$ cat src/rtl/mesh_lock_sequencer.sv
// Bring-up and lock supervision sequencer for an N-node ADPLL mesh.
// Optional feature: define MESH_SEQ_RELOCK_EN to re-acquire lost nodes instead of failing.
module mesh_lock_sequencer #(
    parameter int N_NODES     = 4,
    parameter int PDET_WIDTH  = 5,
    parameter int LOCK_THRESH = 2,
    parameter int LOCK_CYCLES = 1024,
    parameter int TIMEOUT     = 65536,
    parameter int CNT_WIDTH   = 17
) (
    input  logic                          fpga_clk_i,
    input  logic                          reset_i,
    input  logic                          start_i,
    input  logic                          abort_i,
    input  logic [N_NODES*PDET_WIDTH-1:0] error_i,
    input  logic [3:0]                    kp_acq_i,
    input  logic [3:0]                    ki_acq_i,
    input  logic [3:0]                    kp_trk_i,
    input  logic [3:0]                    ki_trk_i,
    output logic [N_NODES-1:0]            enable_o,
    output logic                          uni_dir_o,
    output logic [3:0]                    kp_o,
    output logic [3:0]                    ki_o,
    output logic [N_NODES-1:0]            locked_o,
    output logic [2:0]                    node_o,
    output logic [1:0]                    state_o,
    output logic                          fail_o
);
    typedef enum logic [1:0] {IDLE = 2'd0, ACQUIRE = 2'd1, TRACK = 2'd2, FAIL = 2'd3} state_t;

    localparam logic [PDET_WIDTH:0]  THRESH_W  = (PDET_WIDTH+1)'(LOCK_THRESH);
    localparam logic [CNT_WIDTH-1:0] LOCK_CNT  = CNT_WIDTH'(LOCK_CYCLES);
    localparam logic [CNT_WIDTH-1:0] TIMEOUT_W = CNT_WIDTH'(TIMEOUT);

    state_t                 state_q, state_d;
    logic [N_NODES-1:0]     enable_q, enable_d, locked_q, locked_d, lock_raw, in_thresh;
    logic [CNT_WIDTH-1:0]   lock_cnt_q [N_NODES];
    logic [CNT_WIDTH-1:0]   lock_cnt_d [N_NODES];
    logic [CNT_WIDTH-1:0]   lock_cnt_raw [N_NODES];
    logic [CNT_WIDTH-1:0]   tmo_q, tmo_d;
    logic [2:0]             node_q, node_d, next_up;
    logic [N_NODES-1:0]     next_mask;
    logic                   found_up, rise;
    logic [3:0]             kp_q, kp_d, ki_q, ki_d;
    logic                   uni_dir_q, uni_dir_d, fail_q, fail_d;
    logic [PDET_WIDTH-1:0]  err_mag [N_NODES];
`ifdef MESH_SEQ_RELOCK_EN
    logic [2:0]             lowest_unlocked;
`endif

    // Magnitude kept unsigned so the most negative sample maps to 2^(W-1).
    for (genvar gi = 0; gi < N_NODES; gi++) begin : g_mag
        logic [PDET_WIDTH-1:0] err;
        assign err           = error_i[gi*PDET_WIDTH +: PDET_WIDTH];
        assign err_mag[gi]   = err[PDET_WIDTH-1] ? (~err + 1'b1) : err;
        assign in_thresh[gi] = ({1'b0, err_mag[gi]} <= THRESH_W);
    end

    // Each counter tallies samples that disagree with the current lock flag.
    always_comb begin
        for (int k = 0; k < N_NODES; k++) begin
            lock_raw[k]     = locked_q[k];
            lock_cnt_raw[k] = '0;
            if (abort_i || !enable_q[k]) begin
                lock_raw[k] = 1'b0;
            end else if (locked_q[k] != in_thresh[k]) begin
                if (lock_cnt_q[k] + 1'b1 == LOCK_CNT) begin
                    lock_raw[k] = ~locked_q[k];
                end else begin
                    lock_cnt_raw[k] = lock_cnt_q[k] + 1'b1;
                end
            end
        end
    end

    always_comb begin
        rise      = 1'b0;
        found_up  = 1'b0;
        next_up   = '0;
        next_mask = '0;
        for (int k = N_NODES - 1; k >= 0; k--) begin
            if (3'(k) == node_q) rise = lock_raw[k] & ~locked_q[k];
            if (3'(k) > node_q && !lock_raw[k]) begin
                found_up  = 1'b1;
                next_up   = 3'(k);
                next_mask = N_NODES'(1) << k;
            end
        end
`ifdef MESH_SEQ_RELOCK_EN
        lowest_unlocked = '0;
        for (int k = N_NODES - 1; k >= 0; k--) begin
            if (!lock_raw[k]) lowest_unlocked = 3'(k);
        end
`endif
    end

    always_comb begin
        state_d  = state_q;
        enable_d = enable_q;
        node_d   = node_q;
        tmo_d    = '0;
        case (state_q)
            IDLE, FAIL: begin
                enable_d = '0;
                if (start_i) begin
                    state_d  = ACQUIRE;
                    node_d   = '0;
                    enable_d = N_NODES'(1);
                end
            end
            ACQUIRE: begin
                tmo_d = tmo_q + 1'b1;
                if (rise) begin
                    tmo_d = '0;
                    if (found_up) begin
                        node_d   = next_up;
                        enable_d = enable_q | next_mask;
                    end else begin
                        state_d  = TRACK;
                        enable_d = '1;
                    end
                end else if (tmo_d == TIMEOUT_W) begin
                    state_d  = FAIL;
                    enable_d = '0;
                end
            end
            default: begin
                enable_d = '1;
                if (!(&lock_raw)) begin
`ifdef MESH_SEQ_RELOCK_EN
                    state_d = ACQUIRE;
                    node_d  = lowest_unlocked;
`else
                    state_d  = FAIL;
                    enable_d = '0;
`endif
                end
            end
        endcase
        if (abort_i) begin
            state_d  = IDLE;
            enable_d = '0;
            node_d   = '0;
            tmo_d    = '0;
        end

        kp_d      = '0;
        ki_d      = '0;
        uni_dir_d = 1'b1;
        fail_d    = 1'b0;
        case (state_d)
            ACQUIRE: begin kp_d = kp_acq_i; ki_d = ki_acq_i; end
            TRACK:   begin kp_d = kp_trk_i; ki_d = ki_trk_i; uni_dir_d = 1'b0; end
            FAIL:    fail_d = 1'b1;
            default: ;
        endcase

        locked_d = lock_raw & enable_d;
        for (int k = 0; k < N_NODES; k++) begin
            lock_cnt_d[k] = enable_d[k] ? lock_cnt_raw[k] : '0;
        end
    end

    always_ff @(posedge fpga_clk_i) begin
        if (reset_i) begin
            state_q   <= IDLE;
            enable_q  <= '0;
            locked_q  <= '0;
            tmo_q     <= '0;
            node_q    <= '0;
            kp_q      <= '0;
            ki_q      <= '0;
            uni_dir_q <= 1'b1;
            fail_q    <= 1'b0;
            for (int k = 0; k < N_NODES; k++) lock_cnt_q[k] <= '0;
        end else begin
            state_q   <= state_d;
            enable_q  <= enable_d;
            locked_q  <= locked_d;
            tmo_q     <= tmo_d;
            node_q    <= node_d;
            kp_q      <= kp_d;
            ki_q      <= ki_d;
            uni_dir_q <= uni_dir_d;
            fail_q    <= fail_d;
            for (int k = 0; k < N_NODES; k++) lock_cnt_q[k] <= lock_cnt_d[k];
        end
    end

    assign enable_o  = enable_q;
    assign locked_o  = locked_q;
    assign node_o    = node_q;
    assign kp_o      = kp_q;
    assign ki_o      = ki_q;
    assign uni_dir_o = uni_dir_q;
    assign fail_o    = fail_q;
    assign state_o   = state_q;
endmodule

$ cat config.mk
export PLATFORM = sky130hd
export DESIGN_NAME = mesh_lock_sequencer
export DESIGN_NICKNAME = d
export VERILOG_FILES = /design/src/rtl/mesh_lock_sequencer.sv
export SDC_FILE = /design/constraint.sdc
export NUM_CORES = 1
export LEC_CHECK = 0
export ABC_AREA = 1
export CAP_MARGIN = 20
export CORE_MARGIN = 3
export CORE_UTILIZATION = 58
export DETAILED_ROUTE_END_ITERATION = 10
export DONT_BUFFER_PORTS = 1
export GPL_ROUTABILITY_DRIVEN = 0
export PLACE_DENSITY = 0.82
export SYNTH_ARGS = -nofsm -noshare
export SYNTH_HDL_FRONTEND = slang
export SYNTH_SLANG_ARGS = --single-unit
export TNS_END_PERCENT = 20
$ cat constraint.sdc
create_clock -name fpga_clk_i -period 3 [get_ports fpga_clk_i]
set_clock_uncertainty 0.15 [all_clocks]
set_input_delay 0.15 -clock fpga_clk_i [delete_from_list [all_inputs] [get_ports fpga_clk_i]]
set_output_delay 0.15 -clock fpga_clk_i [all_outputs]
set_load 0.05 [all_outputs]
==> results.cfg, run 1 <==
[synthesis]
synth-seq-area-share_pct = 32.3
netlist.area_leader.share_pct = 32.3
synth_area_leaders = dfxtp_1, nand2_1, inv_1
ys_warn_count = 0
synth_edf_count = 0
synthArstFlopShare_pct = 0
syn_inst = 991
ys_ff_latch = 107
synthSimpleGateAreaFrac_pct = 45.5
synth_flop_cell = dfxtp_1
synth_compound_area_share_pct = 4.96
syn_nets = 1048
synth_area_per_cell_sq_um = 6.70
synthXorXnorAreaFrac_pct = 3.70
netlist.top_cell.by_area = dfxtp_1
synthMuxAreaShare_pct = 0
synth_top_family_by_area = simple AND/OR/NAND/NOR gates
yosysUniqueCellTypes = 42
synth_area_sq_um = 6640
synthAdderAreaFrac_pct = 3.21

[sta]
rsz0062_at_grt = yes
finalCritPeriodShare_pct = 112
relSlewSlack_pct = 65.0
fin_ws_ns = -0.353
fmax_mhz = 298
finalSetupViolations = 77
finalHoldViolCount = 0
worstMarginPinSlew_ns = 0.524
period_needed_ns = 3.35
slew_viol_final = 0

[die]
fp.dieH_um = 113
io_pins = 63
core-area_sq_um = 11000
rows = 38
die_width_um = 113
start_util_pct = 60.2
die_area_sq_um = 12800

[critical_path]
worstReg2RegEnd = kp_o[3]
crit_fanout = 8
critPathBufInv = 0
slowest_delay_ns = 0.45
crit_path_frequent_cell = nand2_1
cp-start-kind = flip-flop
worstPathRequired_ns = 3.14
path_cells = nand2_1 -> nor2_2 -> nand3_1 -> nand2_1 -> nand3_1 -> nor2_1 -> nand3_2 -> nor2_4 -> nand2_1 -> nand4_1 -> nand2_2 -> nand2_1 -> nand3_2 -> nand2_2 -> nand2_4 -> ha_4 -> or2_4 -> a21oi_2
slowest_stage = dfxtp_1
cp_top_family = simple AND/OR/NAND/NOR gates
arrival_ns = 3.49
cp.depth = 18
reg2reg_depth = 18
r2r-start = lock_cnt_q[0][8]
cp-end-kind = flip-flop
cp-endpoint = kp_o[3]
reg2reg_slack_ns = -0.35
crit_path_start = lock_cnt_q[0][8]
worstSetupPathType = flip-flop to flip-flop

[global_routing]
grtUsageMet1_pct = 29.5
grt_start_max_net_pins = 18
grt.total_usage_pct = 24.7
grt_overflow = 0
grtUsageMet3_pct = 5.29
antenna_found_initial = 0
first_global_vias = 6095
use_met2_pct = 43.2
grt_busiest_layer = met2
grt_first_pass_wirelength_mm = 26.3

[final_layout]
fin_area_sq_um = 8730
final_core_util_pct = 79.2
final_cell_mix = nand2_1, inv_1, nor2_1
multi_input_area_sq_um = 4460
final_cells = 1252
fillCellCount = 682
drive_gt1_share_pct = 30.9
nets = 1164
final_common_cell = nand2_1
area_growth_pct = 31.6
diodes = 0
seqCellArea_sq_um = 2170

[clocking]
worstSkewPairLatency_ns = 0.36
clk_pin_slew_ns = 0.07
clock-root-buffer = clkbuf_16
cts_tree = done
numCtsBuffers = 9
clock_sink_count = 107
htree_levels = 3
clockBufferDepth = 2

[power]
power_density_nw_per_um2 = 311
peakVddDrop_mv = 0.312
leakagePower_nw = 3.41
power_w = 0.00272

[routing]
firstDrtPassIters = 6
route.detailed.drc = 0
drt-total-wl_mm = 18.9
drtIter0Drc = 572
antenna_left = 0
wl_per_cell_um = 15.1
viasPerCell = 5.52
vias = 6906

[placement]
port_buffers = 0
place_inst = 1193
place_hpwl_mm = 10.9
dpl_cell_area_sq_um = 7420
dp_slack_ns = -0.104

[run]
maxCapViolCount = 0

[hold_path]
hold_path_class = input pin to flip-flop

[status]
failed_checks = setup timing
status = complete, but fails checks
-- metal layers --
metal / vias up / routed length (um)
li1: 3323 / -
met1: 3159 / 7260
met2: 324 / 9350
met3: 100 / 1290
met4: 0 / 961
met5: - / 0
-- where the power goes --
part | leakage [nW] | total, W | switching [W] | internal (W)
Clock | 0.130 | 0.00113 | 0.000548 | 0.000584
Sequential | 0.873 | 0.00143 | 0.00000850 | 0.00142
Combinational | 2.41 | 0.000159 | 0.0000982 | 0.0000606
-- worst reg2reg max path: stages (launching register included) --
cell     delay, ns
dfxtp_1       0.45
nand2_1       0.11
nor2_2        0.25
nand3_1       0.13
nand2_1       0.16
nand3_1       0.14
nor2_1        0.16
nand3_2       0.13
nor2_4        0.14
nand2_1       0.08
nand4_1       0.18
nand2_2       0.09
nand2_1       0.11
nand3_2       0.08
nand2_2       0.11
nand2_4       0.07
ha_4          0.24
or2_4         0.31
a21oi_2       0.17
-- metrics by stage --
step	hold WS [ns]	setup TNS, ns
floorplan	0.0713	-0.0286
CTS	0.0136	-0.0825
global route	0.0548	-31.55
detailed placement	0.0771	-0.663
global placement	0.0731	-0.156
finish	0.0231	-8.32
-- sequential cells by signal (all words and copies together) (netlist names) --
name,count
enable_o,4
fail_o,1
ki_o,4
kp_o,4
lock_cnt_q,68
locked_o,4
node_o,2
state_o,2
tmo_q,17
uni_dir_o,1
-- Yosys cell counts (2+ instances only) --
library cell	number
xor2_1	19
nor4_1	2
a211oi_1	2
nand2_2	7
nand3_1	73
o21ai_0	22
nand4_1	34
nor2_4	41
nand3_4	4
nand3b_1	7
o21ai_1	6
dfxtp_1	107
nand3b_4	2
inv_2	5
nor2_1	141
clkbuf_1	4
o21a_1	2
nand3_2	3
buf_12	3
nor2_2	16
o21bai_1	3
inv_1	150
ha_1	17
or2_2	3
xnor2_1	9
nor3_1	8
a21oi_1	17
nand2_1	270
-- area by class of cell --
cell class	count	share of cell area [%]
multi-input cells	718	51.1
inverters	156	6.72
flip-flops and latches	107	24.9
well taps	140	2.01
clock buffers	10	2.74
clock inverters	6	0.473
repair buffers	115	12.0
-- worst min path at each step --
| stage | to | slack [ns] | startpoint | cells after the start |
|---|---|---|---|---|
| floorplan | fail_o | 0.07 | reset_i | 1 |
| global placement | state_o[1] | 0.07 | reset_i | 1 |
| detailed placement | state_o[1] | 0.08 | reset_i | 1 |
| CTS | enable_o[0] | 0.01 | start_i | 4 |
| global route | locked_o[3] | 0.05 | abort_i | 4 |
| finish | locked_o[3] | 0.02 | abort_i | 4 |
-- what timing repair did --
item	CTS	global route
cloned	0	4
setup endpoints to repair	8	105
hold buffers	18	0
setup buffers	10	14
resized for setup	31	130
pin swaps	24	61
hold endpoints to repair	17	0
-- kinds of logic after synthesis --
family,after synthesis
compound gates,57
buf+inv,166
flops,107
simple gates,615
xor+xnor,28
fa+ha+maj,17
other cells,1
(Power assumes the default switching activity.)
==> run 2, diff against run 1 <==
Settings changed: SKIP_LAST_GASP set to 1.
==> results.cfg, run 2 (synthesis gave the netlist of run 1 again) <==
[status]
status = complete, but fails checks
failed_checks = setup timing

[die]
rows = 38
die_area_sq_um = 12800
fp.dieH_um = 113
start_util_pct = 60.2
die_width_um = 113
core-area_sq_um = 11000
io_pins = 63

[routing]
firstDrtPassIters = 5
viasPerCell = 5.57
route.detailed.drc = 0
vias = 7004
antenna_left = 0
drtIter0Drc = 615
drt-total-wl_mm = 19.6
wl_per_cell_um = 15.6

[critical_path]
arrival_ns = 3.54
cp_top_family = simple AND/OR/NAND/NOR gates
crit_fanout = 8
worstSetupPathType = flip-flop to flip-flop
cp-start-kind = flip-flop
r2r-start = lock_cnt_q[2][0]
critPathBufInv = 1
cp-end-kind = flip-flop
path_cells = ha_4 -> nand2_4 -> nor2_4 -> nand2_2 -> nor2_1 -> nand3_1 -> nand2_2 -> nand2_2 -> nor2_4 -> nand2_2 -> nand2_2 -> nand4_1 -> nand2_2 -> nand3_4 -> nand2_2 -> nand2_1 -> nand3_2 -> nand2_1 -> nand2_2 -> inv_2 -> ha_4 -> or2_4 -> a21oi_2
worstPathRequired_ns = 3.14
slowest_delay_ns = 0.38
slowest_stage = dfxtp_4
crit_path_start = lock_cnt_q[2][0]
crit_path_frequent_cell = nand2_2

[final_layout]
final_core_util_pct = 79.5
drive_gt1_share_pct = 30.2
nets = 1170
final_common_cell = nand2_1
final_cell_mix = nand2_1, inv_1, nor2_1
fillCellCount = 666
area_growth_pct = 32.2
largestRegisters = lock_cnt_q: 68 flops, tmo_q: 17 flops
diodes = 0
largest_reg_flops = 68
top_register = lock_cnt_q

[power]
leakagePower_nw = 3.47
peakVddDrop_mv = 0.306
power_density_nw_per_um2 = 310

[sta]
relSlewSlack_pct = 65.8
slew_viol_final = 0
finalCritPeriodShare_pct = 113
period_needed_ns = 3.40
rsz0062_at_grt = yes
tns_ns = -16.16
fin_ws_ns = -0.402
worstMarginPinSlew_ns = 0.512
fmax_mhz = 294
timing.hold.ws_ns = 0.0250
finalSetupViolations = 83
finalHoldViolCount = 0

[global_routing]
grt_start_max_net_pins = 18
grt_first_pass_wirelength_mm = 26.9
antenna_found_initial = 0
grt.total_usage_pct = 25.3
first_global_vias = 6246
grt_overflow = 0

[clocking]
numCtsBuffers = 9
clockBufferDepth = 2
worstSkewPairLatency_ns = 0.36
clock-root-buffer = clkbuf_16
htree_levels = 3
clk_pin_slew_ns = 0.07
cts_tree = done
clock_sink_count = 107

[run]
maxCapViolCount = 0

[placement]
port_buffers = 0
place_hpwl_mm = 10.9

[hold_path]
hold_path.startpoint = abort_i
hold_path_class = input pin to flip-flop
## run 2: cell count changes in the layout (fill, tap and decap cells not counted), sizes merged
| cell | before | now |
|---|---|---|
| buf | 93 | 95 |
| dlygate4sd3 | 18 | 22 |
## run 2: final cells by class
cell class                      count  area (sq um)  share of cell area [%]
Multi-Input combinational cell    718          4450                    50.7
Sequential cell                   107          2170                    24.8
Timing Repair Buffer              121          1110                    12.6
Inverter                          156           589                    6.72
Clock buffer                       10           239                    2.72
Tap cell                          140           175                    2.00
Clock inverter                      6          41.3                   0.471
## run 2: timing repair
| action | CTS | global route |
|---|---|---|
| buffers inserted | 10 | 16 |
| endpoints found under the setup margin | 8 | 106 |
| gates resized for setup | 30 | 124 |
| pin swaps | 24 | 59 |
| hold endpoints to repair | 17 | 1 |
| gates cloned | 0 | 4 |
| hold buffers | 21 | 1 |
## run 2: metal layers
| metal | share of wire (%) | GRT usage [%] |
|---|---|---|
| met5 | 0 | 0 |
| met4 | 5.7 | 11.1 |
| met3 | 6.6 | 5.67 |
| met2 | 49 | 44.0 |
| met1 | 39 | 29.7 |
## run 2: path summary, 6_finish.rpt
path | endpoint | slack, ns | cells after the start
setup / recovery | kp_o[1] | -0.40 | 23
hold / removal | locked_o[3] | 0.02 | 4
setup reg to reg | kp_o[1] | -0.40 | 23
hold reg to reg | lock_cnt_q[1][0] | 0.32 | 1
## run 2: through the flow
step	setup slack (ns)	cell area [sq um]	total power [W]	instances
global route	-0.543	8770	0.00281	1258
CTS	-0.0264	8100	0.00270	1239
global placement	-0.0218	7420	0.00157	1193
finish	-0.402	8770	0.00272	1258
floorplan	-0.00357	6770	0.00155	991
detailed placement	-0.104	7420	0.00157	1193
## run 2: tightest hold or removal path, stage by stage
cell and delay, ns:
nor2_1 0.05, nand3_2 0.12, buf_4 0.12, nor2_1 0.04
## run 2: where the power goes
part           switching [W]  leakage [nW]  total [W]  internal [W]
Clock               0.000545         0.130    0.00113      0.000584
Sequential        0.00000847         0.873    0.00143       0.00142
Combinational      0.0000953          2.46   0.000159     0.0000637
Total               0.000648          3.47    0.00272       0.00207
==> run 3, diff against run 2 <==
Settings changed: CORE_UTILIZATION 58 to 64, PLACE_DENSITY 0.82 to 0.86, SLEW_MARGIN set to 10.
Clock period 3 ns to 4.4 ns, I/O delays scaled along.
==> results.cfg, run 3 (synthesis gave the netlist of run 1 again) <==
[placement]
dpl_cell_area_sq_um = 6710
place_hpwl_mm = 10.2
port_buffers = 0
dp_slack_ns = 0.771

[final_layout]
largestRegisters = lock_cnt_q: 68 flops, tmo_q: 17 flops
final_cell_mix = nand2_1, inv_1, nor2_1
diodes = 0
fillCellCount = 815
area_growth_pct = 7.81
fin_area_sq_um = 7150
largest_reg_flops = 68
final_core_util_pct = 72.2
top_register = lock_cnt_q
final_common_cell = nand2_1
nets = 1068
drive_gt1_share_pct = 11.7

[global_routing]
grt_first_pass_wirelength_mm = 23.8
grt_overflow = 0
grt_start_max_net_pins = 18
antenna_found_initial = 0
first_global_vias = 5493
grt.total_usage_pct = 24.9

[critical_path]
worstPathRequired_ns = 4.57
slowest_stage = dlygate4sd3_1
slowest_delay_ns = 0.59
cp-start-kind = flip-flop
crit_fanout = 8
arrival_ns = 4.37
cp-end-kind = flip-flop
cp_top_family = simple AND/OR/NAND/NOR gates
path_cells = nand2_1 -> nor2_1 -> nand3_1 -> xor2_1 -> nand3_1 -> nor2_1 -> nand3_1 -> nor2_4 -> nand4_1 -> inv_1 -> nand2_1 -> nand3b_1 -> nand3_1 -> nand2_1 -> nand2_1 -> ha_1 -> or2_2 -> a21oi_1 -> dlygate4sd3_1
worstSetupPathType = flip-flop to flip-flop
critPathBufInv = 2

[die]
fp.dieH_um = 108
io_pins = 63
start_util_pct = 67.0
rows = 36
core-area_sq_um = 9910
die_area_sq_um = 11600
die_width_um = 108

[clocking]
cts_tree = done
clock_sink_count = 107
worstSkewPairLatency_ns = 0.38
clockBufferDepth = 2
numCtsBuffers = 9
clock-root-buffer = clkbuf_8
clk_pin_slew_ns = 0.10
htree_levels = 3

[sta]
fin_ws_ns = 0.205
relSlewSlack_pct = 53.0
slew_viol_final = 0
finalHoldViolCount = 0
period_needed_ns = 4.19
worstMarginPinSlew_ns = 0.704
finalSetupViolations = 0
fmax_mhz = 238
finalCritPeriodShare_pct = 95.3

[routing]
drt-total-wl_mm = 14.2
drtIter0Drc = 465
vias = 6017
wl_per_cell_um = 12.4
viasPerCell = 5.24
antenna_left = 0
route.detailed.drc = 0
firstDrtPassIters = 7

[power]
power_w = 0.00167
power_density_nw_per_um2 = 234
leakagePower_nw = 2.79
peakVddDrop_mv = 0.209

[hold_path]
hold_path_class = input pin to flip-flop

[status]
status = finished clean

[run]
maxCapViolCount = 0
## run 3: changes by cell type in the layout (fill, tap and decap cells not counted), sizes merged
cell and change:
clkbuf -4, buf -94, clkinvlp -2, bufinv +1, dlygate4sd3 -4, clkinv +1
## run 3: final cells by class
| class | instances | area [sq um] | area share [%] |
|---|---|---|---|
| clock inverters | 6 | 65.1 | 0.909 |
| flip-flops and latches | 107 | 2150 | 30.0 |
| multi-input cells | 718 | 3860 | 54.0 |
| inverters | 156 | 587 | 8.20 |
| repair buffers | 19 | 188 | 2.62 |
| well taps | 133 | 166 | 2.33 |
| clock buffers | 10 | 138 | 1.92 |
## run 3: path summary, 6_finish.rpt
kind,start,end,slack (ns),cells past startpoint
setup reg to reg,lock_cnt_q[0][2],ki_o[0],0.21,19
hold / removal,start_i,enable_o[0],0.06,4
hold reg to reg,tmo_q[0],tmo_q[0],0.30,1
setup / recovery,lock_cnt_q[0][2],ki_o[0],0.21,19
## run 3: what timing repair did
| action | in CTS | in global routing |
|---|---|---|
| endpoints found under the setup margin | 0 | 8 |
| hold buffers | 18 | 0 |
| buffers inserted | 0 | 1 |
| endpoints found under the hold margin | 18 | 0 |
| gates resized for setup | 0 | 19 |
## run 3: tightest hold or removal path: stages
cell and delay, ns:
a21oi_1 0.06, nand2_1 0.14, nand2_1 0.08, inv_1 0.05
## run 3: metal layers
metal	global-route usage (%)	wire length, um
met4	9.11	317
met3	5.58	780
met1	30.4	6030
met2	42.7	7080
met5	0	0
## run 3: where the power goes
part           internal, W  switching (W)
Sequential        0.000971      0.0000130
Clock             0.000279       0.000337
Combinational    0.0000281      0.0000474
## run 3: stage by stage
step / setup TNS [ns] / hold slack [ns] / cells
2_1_floorplan: 0 / 0.141 / 991
3_3_place_gp: 0 / 0.144 / 1114
3_5_place_dp: 0 / 0.148 / 1114
4_1_cts: 0 / 0.0465 / 1148
5_1_grt: -0.0386 / 0.0957 / 1149
6_report: 0 / 0.0552 / 1149
